## src/rtl/music_seq_ctrl.sv

```systemverilog
// Song sequencer: walks a {note_code, beats} song memory, presents each note
// to the frequency ROM and turns the returned divider preset into a square wave.
module music_seq_ctrl #(
  parameter int SONG_AW     = 5,
  parameter int BEAT_CYCLES = 25_000_000,
  parameter int GAP_CYCLES  = 1_000_000,
  parameter int TONE_DIV    = 25,
  parameter int LOOP        = 0
) (
  input  logic               clk,
  input  logic               rst,
  input  logic               start,
  input  logic               stop,
  output logic [SONG_AW-1:0] song_addr,
  input  logic [15:0]        song_data,
  output logic [11:0]        note_code,
  input  logic [15:0]        origin,
  output logic               buzzer,
  output logic               playing,
  output logic               done
);
  // Duration counter must hold the longest note (15 beats) without truncation.
  localparam int DUR_W = $clog2(15 * BEAT_CYCLES + 1);
  localparam int DIV_W = (TONE_DIV > 1) ? $clog2(TONE_DIV) : 1;
  localparam logic [DUR_W-1:0]   BEAT_C    = DUR_W'(BEAT_CYCLES);
  localparam logic [DUR_W-1:0]   GAP_C     = DUR_W'(GAP_CYCLES);
  localparam logic [SONG_AW-1:0] LAST_ADDR = '1;

  typedef enum logic [1:0] {IDLE, FETCH, LOAD, PLAY} state_t;

  state_t             state, state_n;
  logic [SONG_AW-1:0] addr_n;
  logic [11:0]        note_n;
  logic [DUR_W-1:0]   dur_cnt, dur_n;
  logic               done_n;
  logic               song_end;
  logic [3:0]         beats;

  assign beats   = song_data[3:0];
  assign playing = (state != IDLE);

  // State and sequencer registers; rst wins over everything, including mid-note.
  always_ff @(posedge clk) begin
    if (rst) begin
      state     <= IDLE;
      song_addr <= '0;
      note_code <= '0;
      dur_cnt   <= '0;
      done      <= 1'b0;
    end else begin
      state     <= state_n;
      song_addr <= addr_n;
      note_code <= note_n;
      dur_cnt   <= dur_n;
      done      <= done_n;
    end
  end

  // Next-state logic: song end (marker or last address) loops or returns to IDLE;
  // stop overrides all of it without a done pulse.
  always_comb begin
    state_n  = state;
    addr_n   = song_addr;
    note_n   = note_code;
    dur_n    = dur_cnt;
    done_n   = 1'b0;
    song_end = 1'b0;
    case (state)
      IDLE: if (start && !stop) begin
        state_n = FETCH;
        addr_n  = '0;
      end
      FETCH: state_n = LOAD;
      LOAD: begin
        if (beats == 4'd0) begin
          song_end = 1'b1;
        end else begin
          note_n  = song_data[15:4];
          dur_n   = DUR_W'(beats) * BEAT_C;
          state_n = PLAY;
        end
      end
      PLAY: begin
        dur_n = dur_cnt - DUR_W'(1);
        if (dur_cnt == DUR_W'(1)) begin
          if (song_addr == LAST_ADDR) begin
            song_end = 1'b1;
          end else begin
            addr_n  = song_addr + SONG_AW'(1);
            state_n = FETCH;
          end
        end
      end
      default: state_n = IDLE;
    endcase
    if (song_end) begin
      if (LOOP != 0) begin
        addr_n  = '0;
        state_n = FETCH;
      end else begin
        state_n = IDLE;
        note_n  = '0;
        done_n  = 1'b1;
      end
    end
    if (stop && state != IDLE) begin
      state_n = IDLE;
      addr_n  = song_addr;
      note_n  = '0;
      dur_n   = '0;
      done_n  = 1'b0;
    end
  end

  // Tone generator. The counter is (re)loaded on the first active PLAY cycle,
  // when origin already reflects the new note_code, so every note starts in phase.
  logic             rest, tone_active, tone_run, tone_tick, buzz_q;
  logic [13:0]      tone_cnt;
  logic [DIV_W-1:0] div_cnt;

  // Presets beyond the 14-bit counter range are treated as rests too.
  assign rest        = (origin[13:0] == 14'h3FFF) || (origin[15:14] != 2'b00);
  assign tone_active = (state == PLAY) && (dur_cnt > GAP_C) && !rest;
  assign tone_tick   = tone_run && (div_cnt == DIV_W'(TONE_DIV - 1));
  assign buzzer      = buzz_q && tone_active;

  // Tone counter and buzzer flop; held reloaded while muted or outside PLAY.
  always_ff @(posedge clk) begin
    if (rst) begin
      tone_cnt <= '0;
      div_cnt  <= '0;
      tone_run <= 1'b0;
      buzz_q   <= 1'b0;
    end else if (!tone_active) begin
      tone_cnt <= origin[13:0];
      div_cnt  <= '0;
      tone_run <= 1'b0;
      buzz_q   <= 1'b0;
    end else if (!tone_run) begin
      tone_cnt <= origin[13:0];
      div_cnt  <= '0;
      tone_run <= 1'b1;
      buzz_q   <= 1'b0;
    end else begin
      div_cnt <= tone_tick ? '0 : div_cnt + DIV_W'(1);
      if (tone_tick) begin
        if (tone_cnt == 14'h3FFF) begin
          tone_cnt <= origin[13:0];
          buzz_q   <= ~buzz_q;
        end else begin
          tone_cnt <= tone_cnt + 14'd1;
        end
      end
    end
  end
endmodule

```

## config.mk

```make
export PLATFORM = sky130hd
export DESIGN_NAME = music_seq_ctrl
export DESIGN_NICKNAME = d
export VERILOG_FILES = /design/src/rtl/music_seq_ctrl.sv
export SDC_FILE = /design/constraint.sdc
export NUM_CORES = 1
export LEC_CHECK = 0
export ABC_CLOCK_PERIOD_IN_PS = 4460
export BUFFER_PORTS_ARGS = -buffer_cell sky130_fd_sc_hd__buf_2
export CAP_MARGIN = 10
export CORE_MARGIN = 2
export CORE_UTILIZATION = 52
export CTS_CLUSTER_SIZE = 20
export DETAILED_ROUTE_END_ITERATION = 7
export MAX_ROUTING_LAYER = met4
export PLACE_DENSITY_LB_ADDON = 0.15
export SLEW_MARGIN = 20
export SYNTH_ARGS = -nofsm -noshare
export SYNTH_HDL_FRONTEND = slang
export SYNTH_SLANG_ARGS = --single-unit
```

## constraint.sdc

```tcl
create_clock -name clk -period 4.46 [get_ports clk]
set_input_delay 0.223 -clock clk [delete_from_list [all_inputs] [get_ports clk]]
set_output_delay 0.223 -clock clk [all_outputs]
set_load 0.01 [all_outputs]
```

==> results.md <==
- Among all stages on the critical path, the largest delay is contributed by sky130_fd_sc_hd__fa_1.
- The cell area after technology mapping is 4780 sq um.
- The post-place setup slack is 0.751 ns.
- The terminating pin of the worst hold path is tone_cnt[4]$_SDFFE_PP0P_.
- The post-route fraction of the period consumed by the critical path is 75.8%.
- The number of enable flip-flop cells after synthesis is 0.
- The measured slew at the worst slew-check pin is 1.06 ns.
- The global-route wire length before repair is 20.2 mm.
- The die is 99.9 microns wide.
- Post-CTS timing repair inserted 0 buffers for setup.
- The buffer depth of the longest clock path is 2.
- Once detail routing completed, the nets flagged for antenna violations numbered 0.
- After technology mapping, the gate count stands at 614.
- The vias per cell is 6.04.
- The kind of end point of the critical path is a flip-flop.
- The final estimated routing congestion in global placement is 0.947.
- The cell sitting at the root of the clock tree is a sky130_fd_sc_hd__clkbuf_8.
- Setup repair after global routing left no endpoint under its margin.
- The number of cells on the worst reg-to-reg path is 8.
- The flow ran to the end, and the final reports show no timing, DRC or antenna violations.
- The setup check on the worst reg-to-reg path leaves a slack of 1.71 ns.
- For this run, the top clock speed supported by timing is 296 MHz.
- The first detailed-routing pass ran for 4 iterations.
- Summed over all cells, the static leakage comes to 2.24 nW.
- The area enclosed by the die boundary is 9980 sq um.
- The number of cell rows is 34.
- At the worst endpoint, the required time is 4.75 ns.
- The primary flip-flop cell chosen by synthesis mapping is sky130_fd_sc_hd__dfxtp_1.
- The register bit count reported by yosys is 70.
- The insertion delay of the later-clocked pin in the worst-skew pair is 0.35 ns.
- Across all setup checks in the final design, the least slack found is 1.08 ns.
- The warning count from the yosys run is 0.
- The total area inside the core boundary comes to 8810 sq um.
- The worst-case IR drop observed on VDD is 0.000262 V.
- The final design instance area without fill is 5350 sq um.
- The detailed placement HPWL is 9.25 mm.
- Walking the worst path, the cells encountered are buf_2 > fa_1 > inv_1 > fa_1 > fa_1 > nor2b_1 > o31a_1 > o2111ai_1 > a211oi_1 > a41oi_1 > a2111o_1 > nand2_1.
- The initial antenna violation count is 0.
- The max-slew violation total from the final report is 0.
- For this design the ratio of total power to cell area is 582 nW/um^2.
- The synthesized netlist contains 68 unique library cells.
- When the netlist entered floorplanning its net count stood at 694.
- In the final routed layout, each cell accounts on average for 15.9 microns.
- The number of hold violations in the final report is 0.
- The area growth from synthesis to layout is 11.8%.
- From bottom edge to top edge, the die measures 99.9 microns.
- Summed over all layers, the global routing overflow is 0.
- The worst setup path is launched from an input port.
- Hold is met by 0.102 ns.
- The initial standard-cell utilization of the core is 54.3%.
- The CTS buffer count is 9.
- The beginning of the worst hold path is origin[4].
- For this run, design rule violations remaining after detail routing come to 0.
- Of all cell types, the one taking the most synthesized area is sky130_fd_sc_hd__dfxtp_1.
- At the end of the flow, the number of nets in the layout was 736.
- Pin placement for this block handled 56 I/O pins.
- The worst hold path class is input port to flip-flop.
- Excluding fillers, the count of instances in the completed layout stands at 769.
- The final core utilization is 60.7%.
- The post-CTS resize count is 0.
- The all-layer global routing usage is 25.6%.
- The share of Yosys cell area claimed by the top area cell type is 29.3%.
- The critical path is of the input port to flip-flop type.
- STA puts the critical path data arrival time at 3.67 ns.
- After layout, the design draws a total of 3.11 mW.
- The worst slew slack as a fraction of its limit is 29.5%.
- The share of layout cells above drive strength 1 is 13.8%.
- The hold path depth is 2.
- The maximum cell stage delay along the critical path is 0.60 ns.
- A synthesized cell averages 7.79 sq um.
- The maximum number of pins on one net before global-route repair is 47.
- Of all nets on the critical path, the largest fanout is 6.
- Detailed routing inserted a total of 4,644 vias.
- In this run, placement finished with an instance count of 753.
- The clock arrives with 0.0155 ns of skew.
- The total wirelength of the detailed-routed design is 12.3 mm.
- The hold-fix buffer count after cts is 0.
- The part of the Yosys area used for sequential elements is 29.3%.
- The most common cell in the netlist is sky130_fd_sc_hd__nand2_1.
- Counting every sink on the clock net gives 70.
- The post-layout minimum cycle time is 3.38 ns.
- The number of DRC violations after detailed-routing iteration 0 is 223.
- In this run the critical register-to-register path is captured at tone_cnt[11]$_SDFFE_PP0P_.
- Setup violations remaining at the end of the flow were counted as 0.
- The startpoint identified for the worst register-to-register timing path is state[0]$_SDFFE_PP0P_.
- Ranked by instance count, the synthesized netlist is headed by sky130_fd_sc_hd__nand2_1 (80), sky130_fd_sc_hd__dfxtp_1 (70), sky130_fd_sc_hd__nor2_1 (64).
- The clock-pin slew reported for the worst setup and hold paths after clock tree synthesis is 0.08 ns.
- The H-tree generated during clock tree synthesis spans 3 levels.
- The number of global-route vias before repair is 4,328.
- The most numerous cell type found on the critical path is sky130_fd_sc_hd__fa_1.
- TritonCTS built the clock tree.
- In this run the tool buffered the top-level ports with 55 buffer cells.
- Ranked by total cell area, the synthesized netlist is headed by sky130_fd_sc_hd__dfxtp_1 (29%), sky130_fd_sc_hd__ha_1 (9.4%), sky130_fd_sc_hd__nand2_1 (6.3%), sky130_fd_sc_hd__nor2_1 (5.0%), sky130_fd_sc_hd__a21oi_1 (4.7%).
- The setup TNS is 0 ns.
- The tool flagged a number of max-cap violations equal to 0.
- 0 antenna diodes ended up in the layout.
- The placed cell area is 5110 sq um.
- In the synthesized netlist the async set-or-reset flop fraction comes to 0%.
-- layout by cell type, fill, tap and decap left out, types with 3 or more instances in the layout --
cell type,n
sky130_fd_sc_hd__xor2_1,8
sky130_fd_sc_hd__nand2b_1,4
sky130_fd_sc_hd__a21o_1,6
sky130_fd_sc_hd__nor4_1,9
sky130_fd_sc_hd__nand4_1,13
sky130_fd_sc_hd__clkbuf_8,11
sky130_fd_sc_hd__a211oi_1,8
sky130_fd_sc_hd__a31oi_1,10
sky130_fd_sc_hd__o21a_1,4
sky130_fd_sc_hd__ha_1,36
sky130_fd_sc_hd__a22o_1,7
sky130_fd_sc_hd__dfxtp_1,70
sky130_fd_sc_hd__a21oi_1,45
sky130_fd_sc_hd__o31a_1,4
sky130_fd_sc_hd__and2_1,4
sky130_fd_sc_hd__buf_2,55
sky130_fd_sc_hd__or4_1,4
sky130_fd_sc_hd__o211a_1,3
sky130_fd_sc_hd__nor2_1,64
sky130_fd_sc_hd__nor3_1,21
sky130_fd_sc_hd__inv_1,27
sky130_fd_sc_hd__o21ai_1,3
sky130_fd_sc_hd__mux2i_1,3
sky130_fd_sc_hd__o21ai_0,33
sky130_fd_sc_hd__and3_1,14
sky130_fd_sc_hd__fa_1,8
sky130_fd_sc_hd__buf_4,3
sky130_fd_sc_hd__nand3_1,20
sky130_fd_sc_hd__a22oi_1,3
sky130_fd_sc_hd__o22ai_1,4
sky130_fd_sc_hd__or3_1,5
sky130_fd_sc_hd__xnor2_1,14
sky130_fd_sc_hd__nand2_1,80
sky130_fd_sc_hd__nor2b_1,5
sky130_fd_sc_hd__a221oi_1,3
-- per-layer routing --
layer	vias up	routed length, microns	global-route usage, %
met5	-	0	-
met3	20	613	4.74
li1	2302	-	-
met1	2184	5720	33.0
met4	0	191	8.11
met2	138	5740	41.1
-- worst max path at each step --
stage	from	end	slack (ns)	depth (start not counted)
3_5_place_dp	song_data[1]	dur_cnt[27]$_SDFFE_PP0P_	0.75	12
3_3_place_gp	song_data[1]	dur_cnt[26]$_SDFFE_PP0P_	0.83	13
6_report	song_data[1]	dur_cnt[27]$_SDFFE_PP0P_	1.08	12
2_1_floorplan	song_data[1]	dur_cnt[26]$_SDFFE_PP0P_	1.15	12
5_1_grt	song_data[1]	dur_cnt[26]$_SDFFE_PP0P_	0.89	13
4_1_cts	song_data[1]	dur_cnt[27]$_SDFFE_PP0P_	1.10	12
-- flip-flops by register name (all words and copies together), names as in the netlist --
register and cells:
state 2, tone_run 1, buzz_q 1, dur_cnt 29
div_cnt 5, done 1, note_code 12, tone_cnt 14
song_addr 5
-- final cells by class --
| cell class | instances | area (sq um) |
|---|---|---|
| Inverter | 27 | 101 |
| Timing Repair Buffer | 58 | 298 |
| Fill cell | 830 | 3460 |
| Tap cell | 108 | 135 |
| Multi-Input combinational cell | 490 | 3180 |
| Clock buffer | 11 | 151 |
| Clock inverter | 5 | 81.3 |
| Sequential cell | 70 | 1400 |
-- critical path, delay by kind of cell --
kind	cells	cell delay (ns)
adder cells (fa/ha/maj)	3	1.55
AO/OA/AOI/OAI	5	1.37
AND/OR/NAND/NOR	2	0.27
buffers and inverters	2	0.25
-- kinds of logic after synthesis --
logic type	Yosys count	synth area share, %
mux	5	1.10
compound gates	162	22.5
fa+ha+maj	44	12.8
buf+inv	54	4.26
xor+xnor	22	4.03
simple gates	257	26.1
flops	70	29.3
-- power breakdown --
part / switching, mW / internal (mW)
Sequential: 0.0976 / 0.717
Combinational: 1.05 / 0.643
Clock: 0.254 / 0.346
Total: 1.41 / 1.71
(Power assumes the default switching activity.)
